<file path="config.mk">
export PLATFORM = sky130hd
export DESIGN_NAME = ecc_secded_enc_64x8
export DESIGN_NICKNAME = d
export VERILOG_FILES = /design/src/rtl/ecc_secded_pkg.sv /design/src/rtl/ecc_pipe_stage.sv /design/src/rtl/ecc_secded_enc_64x8.sv
export SDC_FILE = /design/constraint.sdc
export NUM_CORES = 1
export LEC_CHECK = 0
export CORE_ASPECT_RATIO = 0.5
export CORE_MARGIN = 5
export CORE_UTILIZATION = 51
export DETAILED_ROUTE_END_ITERATION = 6
export GPL_TIMING_DRIVEN = 0
export HOLD_SLACK_MARGIN = 0.03
export PLACE_DENSITY = 0.77
export SLEW_MARGIN = 20
export SYNTH_ARGS = -nofsm -noshare
export SYNTH_HDL_FRONTEND = slang
export SYNTH_SLANG_ARGS = --single-unit --ignore-timing --ignore-initial --compat-mode --unroll-limit 50000
</file>
<file path="constraint.sdc">
create_clock -name ecc_clk -period 3.42 [get_ports ecc_clk]
set_clock_uncertainty 0.05 [all_clocks]
set_input_delay 0.513 -clock ecc_clk [delete_from_list [all_inputs] [get_ports ecc_clk]]
set_output_delay 0.513 -clock ecc_clk [all_outputs]
set_load 0.01 [all_outputs]
</file>
<file path="src/rtl/ecc_secded_pkg.sv">
// Shared constants and code-definition helpers for the (72,64) SECDED encoder.
package ecc_secded_pkg;

    localparam int DATA_W = 64;
    localparam int CHK_W  = 8;
    localparam int POS_W  = 7;

    typedef logic [DATA_W-1:0] data_t;
    typedef logic [CHK_W-1:0]  chk_t;

    typedef struct packed {
        logic dbit;
        logic sbit;
    } inj_t;

    // Data bits fill the non-power-of-two codeword positions 3,5,6,7,9,... in ascending order.
    function automatic logic [POS_W-1:0] data_pos(input int i);
        int n;
        logic [POS_W-1:0] p;
        n = 0;
        p = '0;
        for (int pos = 1; pos < 72; pos++) begin
            if ((pos & (pos - 1)) != 0) begin
                if (n == i) p = POS_W'(pos);
                n++;
            end
        end
        return p;
    endfunction

    function automatic chk_t secded_chk(input data_t d);
        chk_t c;
        logic [POS_W-1:0] p;
        c = '0;
        for (int i = 0; i < DATA_W; i++) begin
            p = data_pos(i);
            for (int k = 0; k < POS_W; k++) begin
                if (p[k]) c[k] = c[k] ^ d[i];
            end
        end
        c[CHK_W-1] = (^d) ^ (^c[CHK_W-2:0]);
        return c;
    endfunction

endpackage

</file>
<file path="src/rtl/ecc_pipe_stage.sv">
// One valid/ready pipeline register; accepts when empty or when its contents leave this cycle.
module ecc_pipe_stage
    import ecc_secded_pkg::*;
#(
    parameter int W = 8
) (
    input  logic         clk,
    input  logic         rst_n,
    input  logic         en,
    input  logic         in_vld,
    output logic         in_rdy,
    input  logic [W-1:0] in_data,
    output logic         out_vld,
    input  logic         out_rdy,
    output logic [W-1:0] out_data
);

    assign in_rdy = en & rst_n & (~out_vld | out_rdy);

    // Payload only loads with a real beat, so idle X on the input never reaches the register.
    always_ff @(posedge clk or negedge rst_n) begin
        if (!rst_n) begin
            out_vld  <= 1'b0;
            out_data <= '0;
        end else if (in_rdy) begin
            out_vld <= in_vld;
            if (in_vld) out_data <= in_data;
        end
    end

endmodule

</file>
<file path="src/rtl/ecc_secded_enc_64x8.sv">
// Pipelined (72,64) SECDED encoder for the RAM write path, with optional error injection
// applied to the data after the check bits are formed.
module ecc_secded_enc_64x8
    import ecc_secded_pkg::*;
#(
    parameter int REG_INPUT = 1,
    parameter int INJ_EN    = 1,
    parameter int CNT_W     = 32
) (
    input  logic              ecc_clk,
    input  logic              ecc_reset_n,
    input  logic              ecc_clken,
    input  logic              in_vld,
    output logic              in_rdy,
    input  logic [DATA_W-1:0] in_data,
    input  logic              inj_sbit,
    input  logic              inj_dbit,
    output logic              out_vld,
    input  logic              out_rdy,
    output logic [DATA_W-1:0] out_data,
    output logic [CHK_W-1:0]  out_chkbits,
    output logic [CNT_W-1:0]  beat_cnt
);

    localparam int A_W = DATA_W + 2;
    localparam int B_W = DATA_W + CHK_W;

    inj_t           inj_in;
    inj_t           inj_p0;
    logic [A_W-1:0] pay_in;
    logic [A_W-1:0] pay_p0;
    logic           vld_p0;
    logic           rdy_p0;
    data_t          data_p0;
    data_t          data_inj;
    chk_t           chk_p0;
    logic [B_W-1:0] pay_b;
    logic [B_W-1:0] pay_p1;
    logic           vld_p1;

    assign inj_in.sbit = (INJ_EN != 0) & inj_sbit;
    assign inj_in.dbit = (INJ_EN != 0) & inj_dbit;
    assign pay_in      = {inj_in, in_data};

    // ---- stage p0: optional input register ----
    generate
        if (REG_INPUT != 0) begin : g_reg_in
            ecc_pipe_stage #(.W(A_W)) u_stage_a (
                .clk      (ecc_clk),
                .rst_n    (ecc_reset_n),
                .en       (ecc_clken),
                .in_vld   (in_vld),
                .in_rdy   (in_rdy),
                .in_data  (pay_in),
                .out_vld  (vld_p0),
                .out_rdy  (rdy_p0),
                .out_data (pay_p0)
            );
        end else begin : g_no_reg_in
            assign vld_p0 = in_vld;
            assign pay_p0 = pay_in;
            assign in_rdy = rdy_p0;
        end
    endgenerate

    // ---- parity tree and injection between p0 and p1 ----
    always_comb begin
        data_p0  = pay_p0[DATA_W-1:0];
        inj_p0   = pay_p0[A_W-1:DATA_W];
        chk_p0   = secded_chk(data_p0);
        data_inj = data_p0;
        if (inj_p0.dbit)      data_inj[1:0] = data_p0[1:0] ^ 2'b11;
        else if (inj_p0.sbit) data_inj[0]   = ~data_p0[0];
        pay_b    = {chk_p0, data_inj};
    end

    // ---- stage p1: output register ----
    ecc_pipe_stage #(.W(B_W)) u_stage_b (
        .clk      (ecc_clk),
        .rst_n    (ecc_reset_n),
        .en       (ecc_clken),
        .in_vld   (vld_p0),
        .in_rdy   (rdy_p0),
        .in_data  (pay_b),
        .out_vld  (vld_p1),
        .out_rdy  (out_rdy),
        .out_data (pay_p1)
    );

    assign out_vld     = vld_p1;
    assign out_data    = pay_p1[DATA_W-1:0];
    assign out_chkbits = pay_p1[B_W-1:DATA_W];

    always_ff @(posedge ecc_clk or negedge ecc_reset_n) begin
        if (!ecc_reset_n)                      beat_cnt <= '0;
        else if (vld_p1 & out_rdy & ecc_clken) beat_cnt <= beat_cnt + CNT_W'(1);
    end

endmodule
</file>
==> results of run 1 <==
[metrics by stage]
step	std cells	setup WS (ns)	util, %	total power [mW]
global route	972	0.403	68.8	12.3
global placement	938	-5.63	64.8	9.79
CTS	972	0.496	68.8	11.7
detailed placement	939	0.0404	65.0	9.91
finish	972	0.478	68.8	11.7
floorplan	558	1.03	-	8.15
[cell families after synthesis]
group / after synthesis / synth area share (%)
DFF: 172 / 54.5
xor gates and xnor gates: 161 / 21.0
buffers and inverters: 16 / 0.777
muxes: 132 / 18.8
adders and majority gates: 1 / 0.159
AOI/OAI and AO/OA: 10 / 0.697
and+or+nand+nor: 66 / 4.04
[sequential cells by signal (all words and copies together) (netlist names)]
register,cells
g_reg_in.u_stage_a.out_vld,1
beat_cnt,32
u_stage_b.out_vld,1
u_stage_b.out_data,72
g_reg_in.u_stage_a.out_data,66
[power breakdown]
part	internal, mW	switching (mW)
registers	2.67	0.529
logic	4.00	2.69
clock network	0.964	0.824
total	7.64	4.04
[layer usage]
metal / vias up / part of all wire [%] / global-route usage, %
met5: - / 0 / 0
met4: 0 / 1.3 / 4.70
met3: 17 / 4.4 / 4.21
met2: 111 / 49 / 32.6
met1: 2526 / 46 / 28.4
li1: 2283 / - / -
[Yosys cell counts (all sizes together)]
library cell	count
dfrtp	172
mux2	132
xnor2	124
xor2	25
nand2	24
nand3	15
xnor3	12
clkbuf	9
nor2	8
o21ai	8
buf	7
nand4	6
and3	5
and4	3
nor3	2
a21oi	1
a32o	1
and2	1
ha	1
nor2b	1
or2	1
[cell type report]
cell class	instances	area [sq um]	share of cell area, %
Timing Repair Buffer	179	1830	17.4
Clock buffer	19	443	4.21
Multi-Input combinational cell	370	3530	33.5
Buffer	16	61.3	0.583
Clock inverter	12	103	0.975
Sequential cell	172	4300	40.9
Tap cell	204	255	2.43
[critical path, cell delays in order, from the launching register on]
cell and delay (ns):
dfrtp_1 0.45, xnor2_1 0.40, xnor3_2 0.56, xnor3_1 0.44
xnor2_2 0.19, xnor2_1 0.25, xnor2_1 0.16, xnor3_1 0.23
o21ai_1 0.12
[path summary, 6_finish.rpt]
check	to	cells past startpoint	start
max	u_stage_b.out_data[71]	8	g_reg_in.u_stage_a.out_data[47]
min	g_reg_in.u_stage_a.out_data[20]	2	ecc_reset_n
max reg2reg	u_stage_b.out_data[71]	8	g_reg_in.u_stage_a.out_data[47]
min reg2reg	beat_cnt[31]	1	beat_cnt[31]
max in group asynchronous	u_stage_b.out_data[23]	2	ecc_reset_n
min in group ecc_clk	beat_cnt[31]	1	beat_cnt[31]
==> qor.yml, run 1 <==
status: "complete, no violations"
place_congestion: 0.809
cts-resized-gates: 0
hold_viol: 0
diodes: 0
hold_class: "input pin to async pin"
ys_ff_latch: 172
clockRootBuffer: "clkbuf_16"
synth_area_leaders: "dfrtp_1 55%, mux2_2 19%, xnor2_1 13%"
postCtsSetupBuffers: 0
synth_nets: 630
clk_pin_slew_ns: 0.07
numCtsBuffers: 17
drt_iter0_drc: 214
clk_path_buf_depth: 2
min_period_ns: 2.94
grt_usage_pct: 20.2
synth_top_area_share_pct: 54.5
synth-seq-area-share_pct: 54.5
ioPinCount: 177
yosysWarnings: 0
peakVddDrop_mv: 1.78
setup_viol: 0
finalCritPeriodShare_pct: 86.0
syn_to_final_growth_pct: 33.4
syn_area_per_cell_sq_um: 14.1
crit_fanout: 4
end_kind: "register"
hold_buffers: 2
leakage_nw: 4.40
io_buffers: 176
num_rows: 32
firstDrtPassIters: 4
cts.sinks: 172
h-tree-depth: 4
synth.distinct_cells: 26
crit_required_ns: 3.70
final_area_sq_um: 10500
routed_wl_um: 17900
slew_violations: 0
antenna_found_initial: 0
worst-endpoint-arrival_ns: 3.23
grt_pass1_wl_um: 28600
core_area_sq_um: 15300
layout-drive-gt1-share_pct: 23.4
synth_area_sq_um: 7890
dpl_cell_area_sq_um: 9940
worstSetupStartpointType: "register"
start_util_pct: 51.6
synthCells: 558
dp_hpwl_um: 13500
fin_nets: 828
rsz0062_at_grt: "no"
cts_tree: "yes"
clock_latency_ns: 0.42
layout.cells.most_common: "clkdlybuf4s50_1"
path_class: "register to register"
maxCapViolCount: 0
finalSetupTns_ns: 0
die_x_um: 186
gr-total-overflow: 0
dieHeight_um: 98.0
hold_ws_ns: 0.0392
synth_area_leader_cell: "dfrtp_1"
avgRoutedWirePerCell_um: 18.5
drc: 0
power_density_nw_per_um2: 1110
grt_max_degree: 102
die_area_sq_um: 18200
fmax_ghz: 0.340
viasPerCell: 5.08
fillers: 1143
vias: 4937
postRouteAntennaNets: 0
timing.slew.headroom_pct: 52.0
final_cell_mix: "175 x clkdlybuf4s50_1, 172 x dfrtp_1, 132 x mux2_2"
grt_pass1_vias: 5340
tightest_slew_ns: 0.720
rrSetupSlack_ns: 0.48
Note: power is estimated with default switching activity, not from simulation.
==> inputs of run 2 (changes only) <==
- CORE_UTILIZATION: 51 -> 40
- GPL_ROUTABILITY_DRIVEN: unset -> 1
- PLACE_DENSITY: 0.77 -> 0.62
- SLEW_MARGIN: 20 -> 0
==> qor.yml, run 2 (synthesized netlist as in run 1, its figures left out) <==
status: "complete, no violations"  # unchanged
layout-drive-gt1-share_pct: 23.4  # about the same
min_period_ns: 3.24  # was 2.94 ns
fin_ws_ns: 0.184  # was 0.478 ns
power_switching_share_pct: 33.4  # was 34.6%
p_int_mw: 7.97  # was 7.64 mW
gr-usage-met1_pct: 23.7  # was 28.4%
pwr-share-seq_pct: 26.7  # was 27.4%
viasPerCell: 4.72  # was 5.08
holdPathStages: 2
drc: 0  # unchanged
finalSetupTns_ns: 0  # unchanged
worst-endpoint-arrival_ns: 3.49  # was 3.23 ns
worstSetupStartpointType: "input pin"  # was register
crit_fanout: 110  # was 4
cts.sinks: 172  # unchanged
clock_latency_ns: 0.42  # about the same
core_area_sq_um: 19400  # was 15,300 sq um
tightest_slew_ns: 0.736  # was 0.720 ns
h-tree-depth: 4  # unchanged
avgRoutedWirePerCell_um: 18.4  # was 18.5 um
die_area_sq_um: 22800  # was 18,200 sq um
drt_iter0_drc: 181  # was 214
clockRootBuffer: "clkbuf_16"  # unchanged
path_class: "input pin to register"  # was register to register
vias: 4885  # was 4,937
rrSetupSlack_ns: 0.55  # was 0.48 ns
postCtsSetupBuffers: 0  # unchanged
ioPinCount: 177  # unchanged
syn_to_final_growth_pct: 35.4  # was 33.4%
firstDrtPassIters: 4  # unchanged
ff2ff_path_depth: 8  # unchanged
grt_pass1_wl_um: 29900  # was 28,600 um
final_cell_mix: "175 x clkdlybuf4s50_1, 172 x dfrtp_1, 132 x mux2_2"  # unchanged
power_density_nw_per_um2: 1120  # was 1110 nW/um^2
fillers: 1687  # was 1,143
crit_required_ns: 3.68  # was 3.70 ns
hold_end: "u_stage_b.out_data[1]"
largestRegisters: "u_stage_b.out_data: 72 flops, g_reg_in.u_stage_a.out_data: 66 flops, beat_cnt: 32 flops"  # unchanged
hold_class: "register to register"  # was input pin to async pin
grt_usage_pct: 17.2  # was 20.2%
cts_tree: "yes"  # unchanged
rsz0062_at_grt: "no"  # unchanged
postRouteAntennaNets: 0  # unchanged
use_met2_pct: 27.8  # was 32.6%
antenna_found_initial: 0  # unchanged
hold_ws_ns: 0.427  # was 0.0392 ns
clk_pin_slew_ns: 0.06  # was 0.07 ns
start_util_pct: 40.7  # was 51.6%
clk_path_buf_depth: 2  # unchanged
grt_pass1_vias: 5294  # was 5,340
p_clk_share_pct: 17.2  # was 15.3%
grt_max_degree: 111  # was 102
dieHeight_um: 109  # was 98.0 um
timing.slew.headroom_pct: 50.9  # was 52.0%
busiest_layer: "met2"  # unchanged
fin_util_pct: 55.0  # was 68.8%
min-delay-start: "u_stage_b.out_data[1]"
io_buffers: 176  # unchanged
peakVddDrop_mv: 1.08  # was 1.78 mV
dp_slack_ns: -0.0347  # was 0.0404 ns
layout.cells.non_filler: 1035  # was 972
setup_viol: 0  # unchanged
r2r-start: "g_reg_in.u_stage_a.out_data[47]"  # unchanged
place_congestion: 0.734  # was 0.809
diodes: 0  # unchanged
leakage_nw: 4.45  # was 4.40 nW
die_x_um: 209  # was 186 um
fmax_ghz: 0.309  # was 0.340 GHz
layout.cells.most_common: "clkdlybuf4s50_1"  # unchanged
p_sw_mw: 4.00  # was 4.04 mW
dp_cells: 1001  # was 939
gr-usage-met3_pct: 4.53  # was 4.21%
fin_nets: 828  # unchanged
top_register: "u_stage_b.out_data"  # unchanged
largest_reg_flops: 72  # unchanged
numCtsBuffers: 17  # unchanged
maxCapViolCount: 0  # unchanged
gr-total-overflow: 0  # unchanged
finalCritPeriodShare_pct: 94.6  # was 86.0%
end_kind: "register"  # unchanged
dp_hpwl_um: 14300  # was 13,500 um
slew_violations: 0  # unchanged
num_rows: 36  # was 32
hold_viol: 0  # unchanged
rr_endpoint: "u_stage_b.out_data[71]"  # unchanged
routed_wl_um: 19100  # was 17,900 um
comb_power_share_pct: 56.1  # was 57.3%
-- run 2: final cells by class --
type	instances	area, sq um	share of cell area (%)
sequential	172	4300	40.3
multi-input combinational	370	3530	33.0
timing repair buffer	179	1830	17.1
clock buffer	22	464	4.34
tap	266	333	3.11
clock inverter	10	163	1.52
buffer	16	62.6	0.585
-- run 2: power by group through the flow --
stage	registers [mW]	clock network (mW)	logic (mW)
6_report	3.20	2.06	6.71
5_1_grt	3.30	2.20	7.09
4_1_cts	3.22	2.11	6.78
3_5_place_dp	3.24	0	6.74
2_1_floorplan	3.32	0	4.83
3_3_place_gp	3.24	0	6.65
-- run 2: repair_timing --
action	in CTS	in global routing
gates resized for setup	0	2
endpoints found under the hold margin	66	0
endpoints found under the setup margin	0	10
hold buffers	2	0
-- run 2: per-layer routing --
metal / share of wire [%] / up-vias / wire [um]
li1: - / 2307 / -
met1: 48 / 2494 / 9070
met2: 48 / 73 / 9080
met3: 4.1 / 11 / 774
met4: 0.79 / 0 / 150
met5: 0 / - / 0
-- run 2: critical path, stage by stage --
cell and delay, ns:
dlygate4sd3_1 0.56, buf_8 0.14, buf_16 0.24, nand2_1 0.20
a21oi_1 0.07, nand2_1 0.13, clkbuf_1 0.58, clkbuf_1 0.57
mux2_2 0.41
-- run 2: worst max-delay path by stage --
stage | from | to | slack (ns) | cells after the start
after floorplan | g_reg_in.u_stage_a.out_data[47] | u_stage_b.out_data[71] | 1.03 | 8
after global placement | ecc_reset_n | g_reg_in.u_stage_a.out_data[18] | -6.02 | 7
after detailed placement | ecc_reset_n | g_reg_in.u_stage_a.out_data[12] | -0.03 | 8
after CTS | ecc_reset_n | g_reg_in.u_stage_a.out_data[12] | 0.05 | 9
after global routing | ecc_reset_n | g_reg_in.u_stage_a.out_data[5] | 0.005 | 9
final | ecc_reset_n | g_reg_in.u_stage_a.out_data[29] | 0.18 | 9
-- run 2: per-stage QoR --
step                      power (mW)  cell area [sq um]
final                           12.0              10700
after global routing            12.6              10700
after CTS                       12.1              10700
after detailed placement        9.98              10000
after global placement          9.89               9990
after floorplan                 8.15               7890
